===== src/rtl/fft_pkg.sv =====
// fft_pkg: shared FSM states, sample type, bit reversal and twiddle generation for fft_iter.
package fft_pkg;
    typedef enum logic [1:0] {S_LOAD, S_COMPUTE, S_UNLOAD} state_e;
    typedef struct packed {
        logic signed [15:0] im;
        logic signed [15:0] re;
    } cplx16_t;
    typedef struct packed {
        longint re;
        longint im;
    } tw_t;
    localparam longint TWO_PI_Q30 = 64'sd6746518852;

    function automatic int bitrev(input int k, input int bits);
        int r;
        r = 0;
        for (int i = 0; i < bits; i++) r = (r << 1) | ((k >> i) & 1);
        return r;
    endfunction

    // Taylor series in Q30; callers keep the angle within the first octant.
    function automatic longint taylor(input int m, input int n, input bit odd);
        longint x, term, sum;
        x = TWO_PI_Q30 * m / n;
        term = odd ? x : 64'sd1 <<< 30;
        sum = term;
        for (int i = 1; i <= 10; i++) begin
            term = -((((term * x) >>> 30) * x) >>> 30) / (2 * i - 1 + int'(odd)) / (2 * i + int'(odd));
            sum = sum + term;
        end
        return sum;
    endfunction

    function automatic tw_t twiddle(input int k, input int n, input int frac);
        int q, j;
        longint c, s, re, im;
        tw_t t;
        q = n / 4;
        j = k > q ? k - q : k;
        c = 8 * j <= n ? taylor(j, n, 1'b0) : taylor(q - j, n, 1'b1);
        s = 8 * j <= n ? taylor(j, n, 1'b1) : taylor(q - j, n, 1'b0);
        re = k > q ? -s : c;
        im = k > q ? c : s;
        t.re = (re + (64'sd1 <<< (29 - frac))) >>> (30 - frac);
        t.im = -((im + (64'sd1 <<< (29 - frac))) >>> (30 - frac));
        return t;
    endfunction
endpackage


===== src/rtl/fft_bfly_sat.sv =====
// fft_bfly_sat: radix-2 butterfly with rounded twiddle product, optional halving and saturation.
module fft_bfly_sat #(
    parameter int DW   = 16,
    parameter int TW   = 17,
    parameter int FRAC = 15
) (
    input  logic signed [1:0][DW-1:0] a_i,
    input  logic signed [1:0][DW-1:0] b_i,
    input  logic signed [1:0][TW-1:0] w_i,
    input  logic                      scale_i,
    output logic signed [1:0][DW-1:0] x_o,
    output logic signed [1:0][DW-1:0] y_o,
    output logic                      ovf_o
);
    localparam int PW = DW + TW + 2;
    localparam logic signed [PW-1:0] RND  = PW'(1) << (FRAC - 1);
    localparam logic signed [PW-1:0] MAXV = PW'((1 << (DW - 1)) - 1);
    localparam logic signed [PW-1:0] MINV = -MAXV - 1;

    logic signed [PW-1:0] ar, ai, br, bi, wr, wi, pr, pim;
    logic signed [PW-1:0] d [4];
    logic signed [PW-1:0] v [4];
    logic [3:0] o;
    logic [DW-1:0] q [4];

    always_comb begin
        ar = PW'($signed(a_i[0]));
        ai = PW'($signed(a_i[1]));
        br = PW'($signed(b_i[0]));
        bi = PW'($signed(b_i[1]));
        wr = PW'($signed(w_i[0]));
        wi = PW'($signed(w_i[1]));
        pr = (wr * br - wi * bi + RND) >>> FRAC;
        pim = (wr * bi + wi * br + RND) >>> FRAC;
        d[0] = ar + pr;
        d[1] = ai + pim;
        d[2] = ar - pr;
        d[3] = ai - pim;
        for (int i = 0; i < 4; i++) begin
            v[i] = scale_i ? d[i] >>> 1 : d[i];
            o[i] = v[i] > MAXV || v[i] < MINV;
            q[i] = o[i] ? (v[i][PW-1] ? DW'(MINV) : DW'(MAXV)) : v[i][DW-1:0];
        end
    end

    assign x_o = {q[1], q[0]};
    assign y_o = {q[3], q[2]};
    assign ovf_o = |o;
endmodule


===== src/rtl/fft_iter.sv =====
// fft_iter: iterative in-place radix-2 DIT FFT/IFFT, one butterfly per cycle.
// Samples load in bit-reversed order, transform in place, then unload in bin order.
module fft_iter
    import fft_pkg::*;
#(
    parameter int POINT_FFT_POW2 = 4,
    parameter int DATA_WIDTH     = 16,
    parameter int FRAC_BITS      = 15
) (
    input  logic                              clk_i,
    input  logic                              rst_ni,
    input  logic                              in_valid_i,
    output logic                              in_ready_o,
    input  logic signed [1:0][DATA_WIDTH-1:0] in_data_i,
    input  logic                              inv_i,
    input  logic                              scale_i,
    output logic                              out_valid_o,
    input  logic                              out_ready_i,
    output logic signed [1:0][DATA_WIDTH-1:0] out_data_o,
    output logic                              out_last_o,
    output logic                              busy_o,
    output logic                              ovf_o
);
    localparam int P = POINT_FFT_POW2;
    localparam int POINT_FFT = 1 << P;
    localparam int TW_W = FRAC_BITS + 2;

    state_e state_q, state_d;
    logic [P-1:0] cnt_q, cnt_d, bx, mask, a_addr, b_addr, tw_idx;
    logic [3:0] stage_q, stage_d;
    logic inv_q, inv_d, scale_q, scale_d, ovf_q, ovf_d, bf_ovf, last_b;
    logic [1:0][DATA_WIDTH-1:0] ram [POINT_FFT];
    logic signed [1:0][TW_W-1:0] rom [POINT_FFT/2];
    logic signed [1:0][TW_W-1:0] w;
    logic signed [1:0][DATA_WIDTH-1:0] bf_x, bf_y;

    for (genvar g = 0; g < POINT_FFT / 2; g++) begin : g_rom
        localparam tw_t T = twiddle(g, POINT_FFT, FRAC_BITS);
        assign rom[g] = {TW_W'(T.im), TW_W'(T.re)};
    end

    // Inserting a zero at bit 'stage' of the butterfly index gives the upper operand.
    always_comb begin
        bx = {1'b0, cnt_q[P-2:0]};
        mask = ~({P{1'b1}} << stage_q);
        a_addr = ((bx & ~mask) << 1) | (bx & mask);
        b_addr = a_addr | (mask + 1'b1);
        tw_idx = (bx & mask) << (4'(P - 1) - stage_q);
        w = {inv_q ? -rom[tw_idx[P-2:0]][1] : rom[tw_idx[P-2:0]][1], rom[tw_idx[P-2:0]][0]};
        last_b = &cnt_q[P-2:0];
    end

    fft_bfly_sat #(.DW(DATA_WIDTH), .TW(TW_W), .FRAC(FRAC_BITS)) u_bfly (
        .a_i     (ram[a_addr]),
        .b_i     (ram[b_addr]),
        .w_i     (w),
        .scale_i (scale_q),
        .x_o     (bf_x),
        .y_o     (bf_y),
        .ovf_o   (bf_ovf)
    );

    always_comb begin
        state_d = state_q;
        cnt_d = cnt_q;
        stage_d = stage_q;
        inv_d = inv_q;
        scale_d = scale_q;
        ovf_d = ovf_q;
        if (state_q == S_LOAD && in_valid_i) begin
            cnt_d = cnt_q + 1'b1;
            inv_d = cnt_q == '0 ? inv_i : inv_q;
            scale_d = cnt_q == '0 ? scale_i : scale_q;
            ovf_d = cnt_q == '0 ? 1'b0 : ovf_q;
            state_d = &cnt_q ? S_COMPUTE : S_LOAD;
        end else if (state_q == S_COMPUTE) begin
            ovf_d = ovf_q | bf_ovf;
            cnt_d = last_b ? '0 : cnt_q + 1'b1;
            stage_d = last_b ? (stage_q == 4'(P - 1) ? '0 : stage_q + 1'b1) : stage_q;
            state_d = last_b && stage_q == 4'(P - 1) ? S_UNLOAD : S_COMPUTE;
        end else if (state_q == S_UNLOAD && out_ready_i) begin
            cnt_d = cnt_q + 1'b1;
            state_d = &cnt_q ? S_LOAD : S_UNLOAD;
        end
    end

    always_ff @(posedge clk_i or negedge rst_ni) begin
        if (!rst_ni) begin
            state_q <= S_LOAD;
            cnt_q <= '0;
            stage_q <= '0;
            inv_q <= 1'b0;
            scale_q <= 1'b0;
            ovf_q <= 1'b0;
        end else begin
            state_q <= state_d;
            cnt_q <= cnt_d;
            stage_q <= stage_d;
            inv_q <= inv_d;
            scale_q <= scale_d;
            ovf_q <= ovf_d;
        end
    end

    always_ff @(posedge clk_i) begin
        if (state_q == S_LOAD && in_valid_i) begin
            ram[P'(bitrev(int'(cnt_q), P))] <= in_data_i;
        end else if (state_q == S_COMPUTE) begin
            ram[a_addr] <= bf_x;
            ram[b_addr] <= bf_y;
        end
    end

    assign in_ready_o = state_q == S_LOAD;
    assign out_valid_o = state_q == S_UNLOAD;
    assign busy_o = state_q != S_LOAD;
    assign out_last_o = out_valid_o && &cnt_q;
    assign out_data_o = ram[cnt_q];
    assign ovf_o = ovf_q;
endmodule


===== config.mk =====
export PLATFORM = sky130hd
export DESIGN_NAME = fft_iter
export DESIGN_NICKNAME = d
export VERILOG_FILES = /design/src/rtl/fft_pkg.sv /design/src/rtl/fft_bfly_sat.sv /design/src/rtl/fft_iter.sv
export SDC_FILE = /design/constraint.sdc
export NUM_CORES = 2
export LEC_CHECK = 0
export CORE_AREA = 2 2 551 388
export CTS_BUF_LIST = sky130_fd_sc_hd__clkbuf_2
export DETAILED_ROUTE_END_ITERATION = 10
export DIE_AREA = 0 0 553 390
export MAX_ROUTING_LAYER = met4
export PLACE_DENSITY = 0.61
export SLEW_MARGIN = 20
export SYNTH_ARGS = -nofsm -noshare
export SYNTH_HDL_FRONTEND = slang
export SYNTH_SLANG_ARGS = --single-unit

===== constraint.sdc =====
create_clock -name clk_i -period 17.3 [get_ports clk_i]
set_clock_uncertainty 0.05 [all_clocks]
set_input_delay 4.325 -clock clk_i [delete_from_list [all_inputs] [get_ports clk_i]]
set_output_delay 4.325 -clock clk_i [all_outputs]
set_load 0.02 [all_outputs]

==> out/summary.md <==
The global-route wire length before repair came out at 475000 µm. After layout, the minimum clock period comes to 16.19 ns. After detailed routing, the number of remaining DRC violations is 0.

The count of input and output buffers came out at 74. The post-synthesis instance total is 9463, and the share of cells above drive strength 1 is 0.0873. The worst setup path is of the reg2reg kind. The number of distinct standard cells referenced by the synthesized netlist came out at 116.

The synthesized area divided by synthesized cell count came out at 8.85 µm². The top flip-flop cell by instance count after synthesis was sky130_fd_sc_hd__edfxtp_1. At the pin with the least slew margin, the transition time is 1.23 ns. The cell with the biggest individual delay on the critical path is sky130_fd_sc_hd__o21ai_4. The cell family contributing the most delay on the critical path is compound AO/OA/AOI/OAI gates.

The root buffer cell chosen for the clock tree is sky130_fd_sc_hd__clkbuf_2. The average wire per cell in the routed design is 26.4 µm, and the number of iterations in the first detailed-routing pass is 9. The number of synthesis warnings is 0. The number of buffers and inverters on the critical path is 13. The fraction of the cycle the final worst path needs is 0.936, and the area of the multi-input gates is 0.0607 mm². Share of Yosys cell area claimed by the top area cell type: 0.246.

Type of element launching the critical path: a flop. The tools report the total count of max-transition violations in the final report as 0. For the worst-skew pair, the clock arrives at the later sink with an insertion delay of 1.44 ns.

The via count of the first global-routing pass is 70000. The run finished with clean final reports. The global-route usage over all layers was 0.305; the worst slew slack as a fraction of its limit was 0.182. The type of element capturing the critical path was a flop.

The tools report the starting density of the core as 0.398. The wire length after detailed routing was 323000 µm. STA puts the critical path data required time at 18.53 ns. The count of final hold-check violations was 0; the max-capacitance violation count was 0. Cell row count: 141. The largest stage delay on the critical path was 0.73 ns; the data arrival time of the critical path was 17.42 ns.

The CTS clock-pin slew for the worst setup and hold paths is 0.11 ns, and the share of synthesized registers carrying an async set or reset is 0.0248. The tools report the post-synth design cell area as 0.0838 mm². Entering global routing, the biggest net connects 133 pins. The setup slack on the worst flop-to-flop path is 1.11 ns, and the final worst hold slack is 0.657 ns. The tools report the initial antenna violation count as 15. Counting flops with a built-in enable in the synthesized netlist gives 512. For this design the top-level I/O count stands at 75. The clock tree synthesis step divided the H-tree into 3 levels.

In this run the worst path has a maximum fanout of 18. Number of nets with antenna violations after detailed routing: 0. The congestion estimate from routability-driven global placement came to 0.984.

The area of all sequential standard cells was 0.0157 mm²; the global-route congestion overflow total was 0. Using the TritonRoute via totals, the vias-per-cell ratio works out to 5.92. Measured along the x axis, the die boundary spans 553 µm. The clock passes through at most 3 buffers. Die area: 0.216 mm². Ranked by total cell area, the synthesized netlist is headed by sky130_fd_sc_hd__fa_1 (25%), sky130_fd_sc_hd__edfxtp_1 (18%), sky130_fd_sc_hd__ha_1 (8.4%).

The number of DRC markers in iteration 0 is 10800. After legalization and detailed placement, the total HPWL measured 236000 µm. The tools report the sequential-to-total area share from yosys stat as 0.187. Total clock buffers created by CTS: 120. Summed over all instances, the cell type with the most area after synthesis is sky130_fd_sc_hd__fa_1.

In this run the standard cell core region covers 0.210 mm². The growth of design area from synthesis to finish is 6.83%, and the final net count is 10900. After synthesis the netlist holds a flip-flop and latch count of 525. Setup repair after global routing left no endpoint under its margin.

The filler cells instantiated in the layout total 20700. Detailed routing inserted a total of 72300 vias. The CTS sink count is 525. Setup violations remaining at the end of the flow were counted as 0. The type of the tightest min-delay check was reg2reg.

The synthesized netlist net count is 11100. The tools report the setup TNS as 0 ns. The die span in y was 390 µm. TritonCTS built the clock tree. Static timing analysis puts the maximum clock frequency at 61.8 MHz.
-- through the flow --
step                      utilization  setup WS, ns  area, µm²  instances
after detailed placement        0.419         0.966      88200      12000
after floorplan                     -          3.62      83800       9463
after global routing            0.426        0.0802      89500      12200
after CTS                       0.425         0.927      89300      12200
final                           0.426          1.11      89500      12200
after global placement          0.419         0.478      88100      12000
-- area by class of cell --
type / instances / share of cell area
Antenna cell: 15 / 0.000419
Clock buffer: 173 / 0.00967
Clock inverter: 46 / 0.00338
Inverter: 1470 / 0.0616
Multi-Input combinational cell: 6872 / 0.678
Sequential cell: 525 / 0.176
Tap cell: 2788 / 0.0390
Timing Repair Buffer: 316 / 0.0322
-- worst register-to-register path, delay by kind of cell, from the launching register on --
family / cells / cell delay [ns]
buffers and inverters: 13 / 2.33
AO/OA/AOI/OAI: 20 / 5.08
AND/OR/NAND/NOR: 13 / 3.25
flip-flops: 1 / 0.54
adder cells (fa/ha/maj): 11 / 4.33
multiplexers: 1 / 0.12
XOR/XNOR: 2 / 0.37
-- repair_timing --
item                                    CTS  global route
resized for setup                         0             3
hold buffers                              0             0
setup buffers                             0             1
endpoints found under the setup margin    0             2
-- kinds of logic (layout without fill, tap and decap cells) --
kind of cell,Yosys count,count (layout),share of synthesized area
mux,506,506,0.0787
simple gates,3077,3077,0.166
other cells,0,15,0
buf+inv,2066,2005,0.0972
xor+xnor,296,296,0.0311
fa+ha+maj,1593,1593,0.330
compound gates,1400,1400,0.109
flops,525,525,0.187
-- cell usage after synthesis, types with 45 or more instances --
library cell	n
sky130_fd_sc_hd__and3_1	53
sky130_fd_sc_hd__o211ai_1	49
sky130_fd_sc_hd__nor3_1	60
sky130_fd_sc_hd__buf_1	67
sky130_fd_sc_hd__a21o_1	88
sky130_fd_sc_hd__o21ai_0	326
sky130_fd_sc_hd__mux2i_1	374
sky130_fd_sc_hd__inv_1	1466
sky130_fd_sc_hd__nand2b_1	45
sky130_fd_sc_hd__nor2_1	304
sky130_fd_sc_hd__mux4_2	119
sky130_fd_sc_hd__xor2_1	98
sky130_fd_sc_hd__o22ai_1	49
sky130_fd_sc_hd__and2_1	283
sky130_fd_sc_hd__a21oi_1	352
sky130_fd_sc_hd__or3_1	46
sky130_fd_sc_hd__nand3_1	447
sky130_fd_sc_hd__buf_2	118
sky130_fd_sc_hd__nand2_1	1642
sky130_fd_sc_hd__ha_1	562
sky130_fd_sc_hd__xnor2_1	196
sky130_fd_sc_hd__nor2b_1	46
sky130_fd_sc_hd__edfxtp_1	512
sky130_fd_sc_hd__o21ai_1	93
sky130_fd_sc_hd__clkbuf_1	367
sky130_fd_sc_hd__a31oi_1	75
sky130_fd_sc_hd__fa_1	1030
-- layout by cell type, fill, tap and decap left out, types with 18 or more instances in the layout --
| cell type | n |
|---|---|
| sky130_fd_sc_hd__o221ai_1 | 37 |
| sky130_fd_sc_hd__or3_1 | 46 |
| sky130_fd_sc_hd__clkdlybuf4s50_1 | 74 |
| sky130_fd_sc_hd__nand3_1 | 447 |
| sky130_fd_sc_hd__o21ai_4 | 26 |
| sky130_fd_sc_hd__ha_1 | 562 |
| sky130_fd_sc_hd__and2_1 | 283 |
| sky130_fd_sc_hd__xnor2_1 | 193 |
| sky130_fd_sc_hd__nand2_1 | 1637 |
| sky130_fd_sc_hd__nand2b_1 | 45 |
| sky130_fd_sc_hd__clkinv_1 | 32 |
| sky130_fd_sc_hd__mux2i_1 | 372 |
| sky130_fd_sc_hd__o21a_1 | 33 |
| sky130_fd_sc_hd__a31oi_1 | 74 |
| sky130_fd_sc_hd__xor2_1 | 97 |
| sky130_fd_sc_hd__nand4_1 | 20 |
| sky130_fd_sc_hd__nor4_2 | 26 |
| sky130_fd_sc_hd__nor3_1 | 59 |
| sky130_fd_sc_hd__edfxtp_1 | 512 |
| sky130_fd_sc_hd__fa_1 | 1030 |
| sky130_fd_sc_hd__o21bai_1 | 27 |
| sky130_fd_sc_hd__a211oi_1 | 41 |
| sky130_fd_sc_hd__a21o_1 | 87 |
| sky130_fd_sc_hd__clkbuf_2 | 173 |
| sky130_fd_sc_hd__o22ai_1 | 48 |
| sky130_fd_sc_hd__a21oi_1 | 351 |
| sky130_fd_sc_hd__or2_2 | 41 |
| sky130_fd_sc_hd__and3_1 | 53 |
| sky130_fd_sc_hd__nor2_4 | 19 |
| sky130_fd_sc_hd__nor2_1 | 283 |
| sky130_fd_sc_hd__o21ai_0 | 301 |
| sky130_fd_sc_hd__buf_12 | 18 |
| sky130_fd_sc_hd__a311oi_1 | 34 |
| sky130_fd_sc_hd__o21ai_2 | 23 |
| sky130_fd_sc_hd__mux4_2 | 119 |
| sky130_fd_sc_hd__inv_1 | 1465 |
| sky130_fd_sc_hd__nor2b_1 | 44 |
| sky130_fd_sc_hd__o211ai_1 | 49 |
| sky130_fd_sc_hd__o21ai_1 | 94 |
| sky130_fd_sc_hd__buf_4 | 218 |
-- per-layer routing --
layer / up-vias / global-route usage / wire length (µm)
met1: 35500 / 0.436 / 135000
met4: 0 / 0.107 / 12900
li1: 30900 / - / -
met2: 5160 / 0.405 / 127000
met3: 717 / 0.0883 / 47300
met5: - / - / 0
-- path summary, 6_finish.rpt --
kind                            startpoint    endpoint  cells after the start
worst max-delay path            stage_q[1]       ovf_o                     60
worst min-delay path                 ovf_o       ovf_o                      1
worst max register to register  stage_q[1]       ovf_o                     60
worst min register to register       ovf_o       ovf_o                      1
max in group asynchronous           rst_ni    cnt_q[0]                      1
min in group asynchronous           rst_ni  stage_q[2]                      1
-- registers in the layout, indices dropped and copies added, names as in the netlist --
register,cells
scale_q,1
inv_q,1
cnt_q,4
ram,512
state_q,2
stage_q,4
ovf_o,1
Power is left out: the tool's default activity adds up to more than one toggle a clock period on the data nets, which glitch-free logic cannot reach.
